File: src/rtl/fb_port_arbiter.sv
// Frame-buffer line RAM arbiter: video reads normally win, UART writes are
// protected from starvation by a saturating wait counter. All outputs registered.
module fb_port_arbiter #(
    parameter int ADDR_W          = 10,
    parameter int DATA_W          = 300,
    parameter int DEPTH           = 608,
    parameter int WR_STARVE_LIMIT = 64
) (
    input  logic              i_CLK,
    input  logic              i_RST_N,
    input  logic              i_VID_REQ,
    input  logic              i_VID_URGENT,
    input  logic [ADDR_W-1:0] i_VID_ADDR,
    output logic              o_VID_ACK,
    output logic              o_VID_VALID,
    output logic [DATA_W-1:0] o_VID_LINE,
    input  logic              i_WR_REQ,
    input  logic [ADDR_W-1:0] i_WR_ADDR,
    input  logic [DATA_W-1:0] i_WR_DATA,
    output logic              o_WR_ACK,
    output logic              o_WR_ERR,
    output logic              o_RAM_EN,
    output logic              o_RAM_WE,
    output logic [ADDR_W-1:0] o_RAM_ADDR,
    output logic [DATA_W-1:0] o_RAM_WDATA,
    input  logic [DATA_W-1:0] i_RAM_RDATA,
    output logic              o_BUSY
);

    localparam int WAIT_W = $clog2(WR_STARVE_LIMIT + 1);
    localparam logic [WAIT_W-1:0] WAIT_MAX = WAIT_W'(WR_STARVE_LIMIT);

    typedef enum logic [1:0] {
        S_IDLE   = 2'd0,
        S_RD     = 2'd1,
        S_RD_CAP = 2'd2,
        S_WR     = 2'd3
    } state_t;

    state_t            state_q, state_d;
    logic [WAIT_W-1:0] wr_wait_q, wr_wait_d;
    logic              rd_oor_q, rd_oor_d;
    logic              vid_ack_q, vid_ack_d;
    logic              vid_valid_q, vid_valid_d;
    logic [DATA_W-1:0] vid_line_q, vid_line_d;
    logic              wr_ack_q, wr_ack_d;
    logic              wr_err_q, wr_err_d;
    logic              ram_en_q, ram_en_d;
    logic              ram_we_q, ram_we_d;
    logic [ADDR_W-1:0] ram_addr_q, ram_addr_d;
    logic [DATA_W-1:0] ram_wdata_q, ram_wdata_d;
    logic              busy_q, busy_d;
    logic              wr_pick;
    logic              vid_in_range;
    logic              wr_in_range;

    assign vid_in_range = int'(i_VID_ADDR) < DEPTH;
    assign wr_in_range  = int'(i_WR_ADDR) < DEPTH;

    always_ff @(posedge i_CLK) begin
        if (!i_RST_N) begin
            state_q     <= S_IDLE;
            wr_wait_q   <= '0;
            rd_oor_q    <= 1'b0;
            vid_ack_q   <= 1'b0;
            vid_valid_q <= 1'b0;
            vid_line_q  <= '0;
            wr_ack_q    <= 1'b0;
            wr_err_q    <= 1'b0;
            ram_en_q    <= 1'b0;
            ram_we_q    <= 1'b0;
            ram_addr_q  <= '0;
            ram_wdata_q <= '0;
            busy_q      <= 1'b0;
        end else begin
            state_q     <= state_d;
            wr_wait_q   <= wr_wait_d;
            rd_oor_q    <= rd_oor_d;
            vid_ack_q   <= vid_ack_d;
            vid_valid_q <= vid_valid_d;
            vid_line_q  <= vid_line_d;
            wr_ack_q    <= wr_ack_d;
            wr_err_q    <= wr_err_d;
            ram_en_q    <= ram_en_d;
            ram_we_q    <= ram_we_d;
            ram_addr_q  <= ram_addr_d;
            ram_wdata_q <= ram_wdata_d;
            busy_q      <= busy_d;
        end
    end

    // A starved write only pre-empts video when video is not close to its deadline.
    assign wr_pick = (wr_wait_q == WAIT_MAX) && !i_VID_URGENT;

    always_comb begin
        state_d = state_q;
        case (state_q)
            S_IDLE: begin
                if (i_VID_REQ && !(i_WR_REQ && wr_pick)) begin
                    state_d = S_RD;
                end else if (i_WR_REQ) begin
                    state_d = S_WR;
                end
            end
            S_RD:     state_d = S_RD_CAP;
            S_RD_CAP: state_d = S_IDLE;
            S_WR:     state_d = S_IDLE;
            default:  state_d = S_IDLE;
        endcase

        wr_wait_d = wr_wait_q;
        if (!i_WR_REQ || state_d == S_WR) begin
            wr_wait_d = '0;
        end else if (wr_wait_q != WAIT_MAX) begin
            wr_wait_d = wr_wait_q + WAIT_W'(1);
        end
    end

    // Outputs are computed from the next state so they line up with the state they describe.
    always_comb begin
        vid_ack_d   = (state_d == S_RD);
        wr_ack_d    = (state_d == S_WR);
        busy_d      = (state_d != S_IDLE);
        vid_valid_d = (state_q == S_RD_CAP);
        vid_line_d  = vid_line_q;
        wr_err_d    = 1'b0;
        ram_en_d    = 1'b0;
        ram_we_d    = 1'b0;
        ram_addr_d  = ram_addr_q;
        ram_wdata_d = ram_wdata_q;
        rd_oor_d    = rd_oor_q;

        if (state_q == S_RD_CAP) begin
            vid_line_d = rd_oor_q ? '0 : i_RAM_RDATA;
        end
        if (state_d == S_RD) begin
            ram_addr_d = i_VID_ADDR;
            ram_en_d   = vid_in_range;
            rd_oor_d   = !vid_in_range;
        end
        if (state_d == S_WR) begin
            ram_addr_d  = i_WR_ADDR;
            ram_wdata_d = i_WR_DATA;
            ram_we_d    = 1'b1;
            ram_en_d    = wr_in_range;
            wr_err_d    = !wr_in_range;
        end
    end

    assign o_VID_ACK   = vid_ack_q;
    assign o_VID_VALID = vid_valid_q;
    assign o_VID_LINE  = vid_line_q;
    assign o_WR_ACK    = wr_ack_q;
    assign o_WR_ERR    = wr_err_q;
    assign o_RAM_EN    = ram_en_q;
    assign o_RAM_WE    = ram_we_q;
    assign o_RAM_ADDR  = ram_addr_q;
    assign o_RAM_WDATA = ram_wdata_q;
    assign o_BUSY      = busy_q;

endmodule
File: config.mk
export PLATFORM = sky130hd
export DESIGN_NAME = fb_port_arbiter
export DESIGN_NICKNAME = d
export VERILOG_FILES = /design/src/rtl/fb_port_arbiter.sv
export SDC_FILE = /design/constraint.sdc
export NUM_CORES = 1
export LEC_CHECK = 0
export CORE_AREA = 2 2 487 489
export DETAILED_ROUTE_END_ITERATION = 8
export DIE_AREA = 0 0 489 491
export GPL_ROUTABILITY_DRIVEN = 0
export SLEW_MARGIN = 0
export SYNTH_ARGS = -nofsm -noshare
export SYNTH_HDL_FRONTEND = slang
export SYNTH_SLANG_ARGS = --single-unit
File: constraint.sdc
create_clock -name i_CLK -period 1.8 [get_ports i_CLK]
set_input_delay 0.36 -clock i_CLK [delete_from_list [all_inputs] [get_ports i_CLK]]
set_output_delay 0.36 -clock i_CLK [all_outputs]
set_load 0.02 [all_outputs]
Yosys cells after proc, flatten, opt, wreduce, memory -nomap -nowiden
Index checks and enable logic that the tools add are counted.

storage, ports and cells
  flip-flop bits (word level) = 627
  word-level logic and storage cells = 48
  output and inout bits = 617
  input bits = 625

cells by class
  reduce and logical (&&, ||, !) cells = 15
  order comparisons = 2
  mux-type cells = 9
  bitwise operators = 1
  add/subtract/negate cells = 1
  equality and inequality tests = 7

operators with widths
  operator                                             count
  2-to-1 mux 300 bit                                   1
  < comparator 10 bit, second input constant           2
  2-to-1 mux 10 bit                                    2
  adder 7 x 1 -> 7 bit, second input constant          1
  equality test 7 bit, second input constant           1
  != test 7 bit, second input constant                 1
  equality test 2 bit, second input constant           3
  one-hot mux 2 bit (3 select lines)                   1
  zero test 1 bit                                      5
  equality test 2 x 1 -> 1 bit, second input constant  2
  2-to-1 mux 2 bit                                     2
  nonzero test 2 bit                                   2
  OR reduction 2 bit                                   2
  logical AND 1 bit                                    3
  2-to-1 mux 1 bit                                     3
  zero test 2 bit                                      1
  AND reduction 2 bit                                  1
  logical OR 1 bit                                     1
  NOT 1 bit                                            1

Longest topological paths before layout
  depth after elaboration = 10
  gate-level depth with buffers = 9
  mapped depth without buffers = 6

Worst setup path before layout
No wires, ideal clock.

  path type = flip-flop to flip-flop
  from = reg wr_wait_q[0]
  to = reg ram_wdata_q[0], in the netlist o_RAM_WDATA[0]
  stages on the path, launching flop included = 10
  arrival time = 1.651 ns
  buffers on the path = 3
  clock period less this slack = 1.770 ns
  setup time = 0.118 ns
  required time = 1.682 ns
  slack = 0.030 ns
  cells stage by stage = dfxtp_1 inv_1 ha_1 nor3b_1 a21bo_1 and3_1 buf_6 buf_12 buf_12 mux2i_1

on the way
  cells in the longest elaborated chain, start to end = 8

ends and longest elaborated chain
  item                                RTL line  source
  from (decl)                         41        logic [WAIT_W-1:0] wr_wait_q, wr_wait_d;
  from (signal assigned)              77        wr_wait_q <= wr_wait_d;
  equality test 7 bit                 93        assign wr_pick = (wr_wait_q == WAIT_MAX) && !i_VID_URGENT;
  logical AND 1 bit                   93
  logical AND 1 bit                   99        if (i_VID_REQ && !(i_WR_REQ && wr_pick)) begin
  zero test 1 bit                     99
  logical AND 1 bit                   99
  2-to-1 mux 2 bit                    99
  one-hot mux 2 bit (3 select lines)  97        case (state_q)
  equality test 2 bit                 141       if (state_d == S_WR) begin
  to (signal assigned)                87        ram_wdata_q <= ram_wdata_d;
  to (decl)                           51        logic [DATA_W-1:0] ram_wdata_q, ram_wdata_d;

No other way between the ends.
A chain may end at the register's enable or synchronous reset.

Final worst setup path
  from = reg wr_wait_q[1]
  to = reg ram_wdata_q[255], in the netlist o_RAM_WDATA[255]

The elaborated chain is that of the path after synthesis.

==> metrics.txt <==
Final nets=4,019; detailed-routing iteration count for the pre-antenna-repair pass=5; most frequent cells in the layout=clkdlybuf4s50_1, dfxtp_1, nand2_1, mux2i_1, a22o_1; antenna-violating nets left=0; # clock sinks=626; Worst Path Max Fanout=9; total gr overflow=0; Final Hold Viols=0; final wirelength=189,500 µm; Seq/Total Area, Yosys=56.29%; met2 wire len=80,920 µm; clk_skew=0.04269 ns; placed instance area=38,020 µm²; largest net degree at the start of global routing=121; Initial Util=9.492%; Setup Crit Path Kind=flop to flop; fin. max-slew vios=0; Finished Cell Area=41,490 µm²; final setup fails=290; Post-Syn Instances=2,090; Worst path most repeated cell=buf_4; worst path cell trace=inv_2 -> ha_4 -> nor3b_4 -> a21bo_1 -> and3_4 -> buf_4 -> buf_12 -> buf_4 -> buf_8 -> mux2i_2; Skew-Pair Late Insertion Delay=0.71 ns; slowest CP cell=dfxtp_2; Synth Area in Compound Gates=12.66%; max cap viols=0; Crit. Startpoint=wr_wait_q[1]$_SDFFE_PP0P_; Die X-Extent=489 µm; critical path startpoint category=flop; commonest non-fill, non-tap cell in the layout=clkdlybuf4s50_1; arrival time worst endpoint=2.58 ns; die area=240,100 µm²; synthesized cell area=22,260 µm²; simple logic cell fraction of the synthesized area=11.06%; Avg Cell Area, Syn=10.65 µm²; Worst VDD drop=0.0006077 V; total global-route track usage=14.96%; Residual DRC=0; IO buf count=1,241; top sig layer=met5; fillers=26,131; WL/cell=28.61 µm; RSZ-0062 raised after global routing=yes; FMAX=0.5006 GHz; Ports=1,242; share of cells above drive strength 1=25.17%; adder-cell share of the synthesized area=0.1124%; worst reg2reg path startpoint=wr_wait_q[1]$_SDFFE_PP0P_; CP required=2.38 ns; final worst-path cycle share=111.0%; Core Area=234,500 µm²; Leak=16.28 nW; fin cells=6,622; DIE HEIGHT=491 µm; via count=21,893; worst hold start=i_WR_DATA[257]; Yosys cell types=37; Clock Pin Slew Worst Setup and Hold Paths=0.06 ns; PD cells=953.4 nW/µm²; vias in the first global route=21,915; CTS H-Tree Depth=3; number of instances in the placed design=6,407; crit path capture type=flop; antenna violations before repair=113; post-synthesis xor/xnor area fraction=0.2361%; routed vias/inst=3.306; first-pass GRT wire length=232,700 µm; worst slew pin tran=0.6503 ns; Syn Nets=2,717; min Tclk post-route=1.998 ns; final setup margin=-0.1976 ns; status=complete, but fails checks; M1 wire length=65,330 µm; mux cell area share after synthesis=13.98%; synthesis-stage register bit count=626; DP Wirelength=163,700 µm; row count=178; clk buf depth=3; iteration-0 DRC count of the detailed router=1,426; TritonCTS clock tree=done; Area Growth Syn to Fin=86.37%; failing checks=negative setup slack; CTS root buffer=clkbuf_16; Max stage delay on crit path=0.32 ns; hold crit path type=input pin to flop; CTS Buf Count=83; combinational family with the most area after synthesis=multiplexers; Syn. warnings=0; metal3 WL=38,280 µm; Rel. slew slack=56.65%
per-layer routing:
| layer | vias to the layer above | global-route usage, % |
|---|---|---|
| li1 | 9883 | - |
| met1 | 10337 | 15.04 |
| met2 | 1334 | 22.57 |
| met3 | 325 | 13.25 |
| met4 | 14 | 4.144 |
| met5 | - | 0 |
registers in the layout, indices dropped and copies added (netlist names):
name / cells
wr_wait_q: 7
rd_oor_q: 1
o_RAM_EN: 1
state_q: 2
o_RAM_ADDR: 10
o_WR_ACK: 1
o_WR_ERR: 1
o_VID_VALID: 1
o_BUSY: 1
o_VID_LINE: 300
o_VID_ACK: 1
o_RAM_WDATA: 300
synthesized netlist by cell type:
master    number  share of area [%]
buf_4          2              0.067
nand2b_1       1              0.028
a41o_2         1              0.051
ha_1           2               0.11
nor3b_1        1              0.034
a21o_2         1              0.039
nand4_1        1              0.028
nor4b_4        1               0.11
buf_2         31               0.70
clkbuf_1      94                1.6
nor3_4         1              0.073
buf_6          1              0.051
and3_1         2              0.056
nor2b_1        5               0.14
nand2_1      605                 10
mux2i_1      311                 14
nor2_1        14               0.24
a211oi_1       2              0.067
o32ai_1        1              0.039
and3_2         1              0.034
dfxtp_1      626                 56
a21oi_1       11               0.25
nand3_1        2              0.045
a21bo_1        1              0.045
xnor2_1        4               0.16
o21ai_0       10               0.22
buf_12        33                3.0
a21boi_1       1              0.034
o311a_1        1              0.045
or3b_2         1              0.039
inv_1          5              0.084
a31o_2         1              0.039
nand3b_1       1              0.034
xor2_1         2              0.079
a22o_1       300                 12
buf_1         12               0.20
a31oi_1        1              0.028
worst max-delay path: cells and delay by family, from the launching register on:
family	cells	cell delay, ns
DFF	1	0.32
muxes	1	0.23
buffers and inverters	5	0.59
AOI/OAI and AO/OA	1	0.16
and+or+nand+nor	2	0.40
adders and majority gates	1	0.14
timing repair:
| item | in CTS | in global routing |
|---|---|---|
| buffers inserted | 11 | 25 |
| gates cloned | 10 | 13 |
| resized for setup | 1405 | 90 |
| pin swaps | 0 | 3 |
| endpoints found under the hold margin | 1 | 0 |
| hold buffers | 1 | 0 |
| setup endpoints to repair | 685 | 327 |
cell families after synthesis:
group                      after synthesis
muxes                                  311
adders and majority gates                2
DFF                                    626
buffers and inverters                  178
xor gates and xnor gates                 6
AOI/OAI and AO/OA                      331
and+or+nand+nor                        636
per-stage QoR:
stage               hold WS [ns]  total power, mW  TNS [ns]  setup slack [ns]  util (%)
global route              0.1677            41.14    -57.23           -0.2896     17.69
finish                    0.2094            39.55    -29.66           -0.1976     17.69
detailed placement        0.4463            22.01   -143.19           -0.5699     16.21
global placement          0.4425            21.97   -140.91           -0.5414     16.21
CTS                       0.1192            40.13    -32.21           -0.2265     17.40
floorplan                 0.4856            17.58         0           0.03047         -
final cells by class:
| type | count | area (µm²) | area share, % |
|---|---|---|---|
| multi-input cells | 1286 | 8571 | 20.66 |
| diodes | 16 | 40.04 | 0.09650 |
| inverters | 5 | 18.77 | 0.04524 |
| clock inverters | 36 | 509.2 | 1.227 |
| flip-flops and latches | 626 | 12560 | 30.27 |
| well taps | 3150 | 3941 | 9.500 |
| repair buffers | 1390 | 13470 | 32.46 |
| clock buffers | 113 | 2381 | 5.739 |
power by group:
part	switching [mW]	internal, mW
clock	7.17	10.6
sequential	0.466	14.6
combinational	3.66	3.08
worst paths after layout:
| path | endpoint | slack (ns) | cells past startpoint |
|---|---|---|---|
| hold reg to reg | o_RAM_WDATA[150]$_SDFFE_PN0N_ | 0.45 | 2 |
| setup / recovery | o_RAM_WDATA[255]$_SDFFE_PN0N_ | -0.20 | 10 |
| hold / removal | o_RAM_WDATA[257]$_SDFFE_PN0N_ | 0.21 | 3 |
| setup reg to reg | o_RAM_WDATA[255]$_SDFFE_PN0N_ | -0.20 | 10 |
No activity file was read; power rests on OpenSTA's default activity.
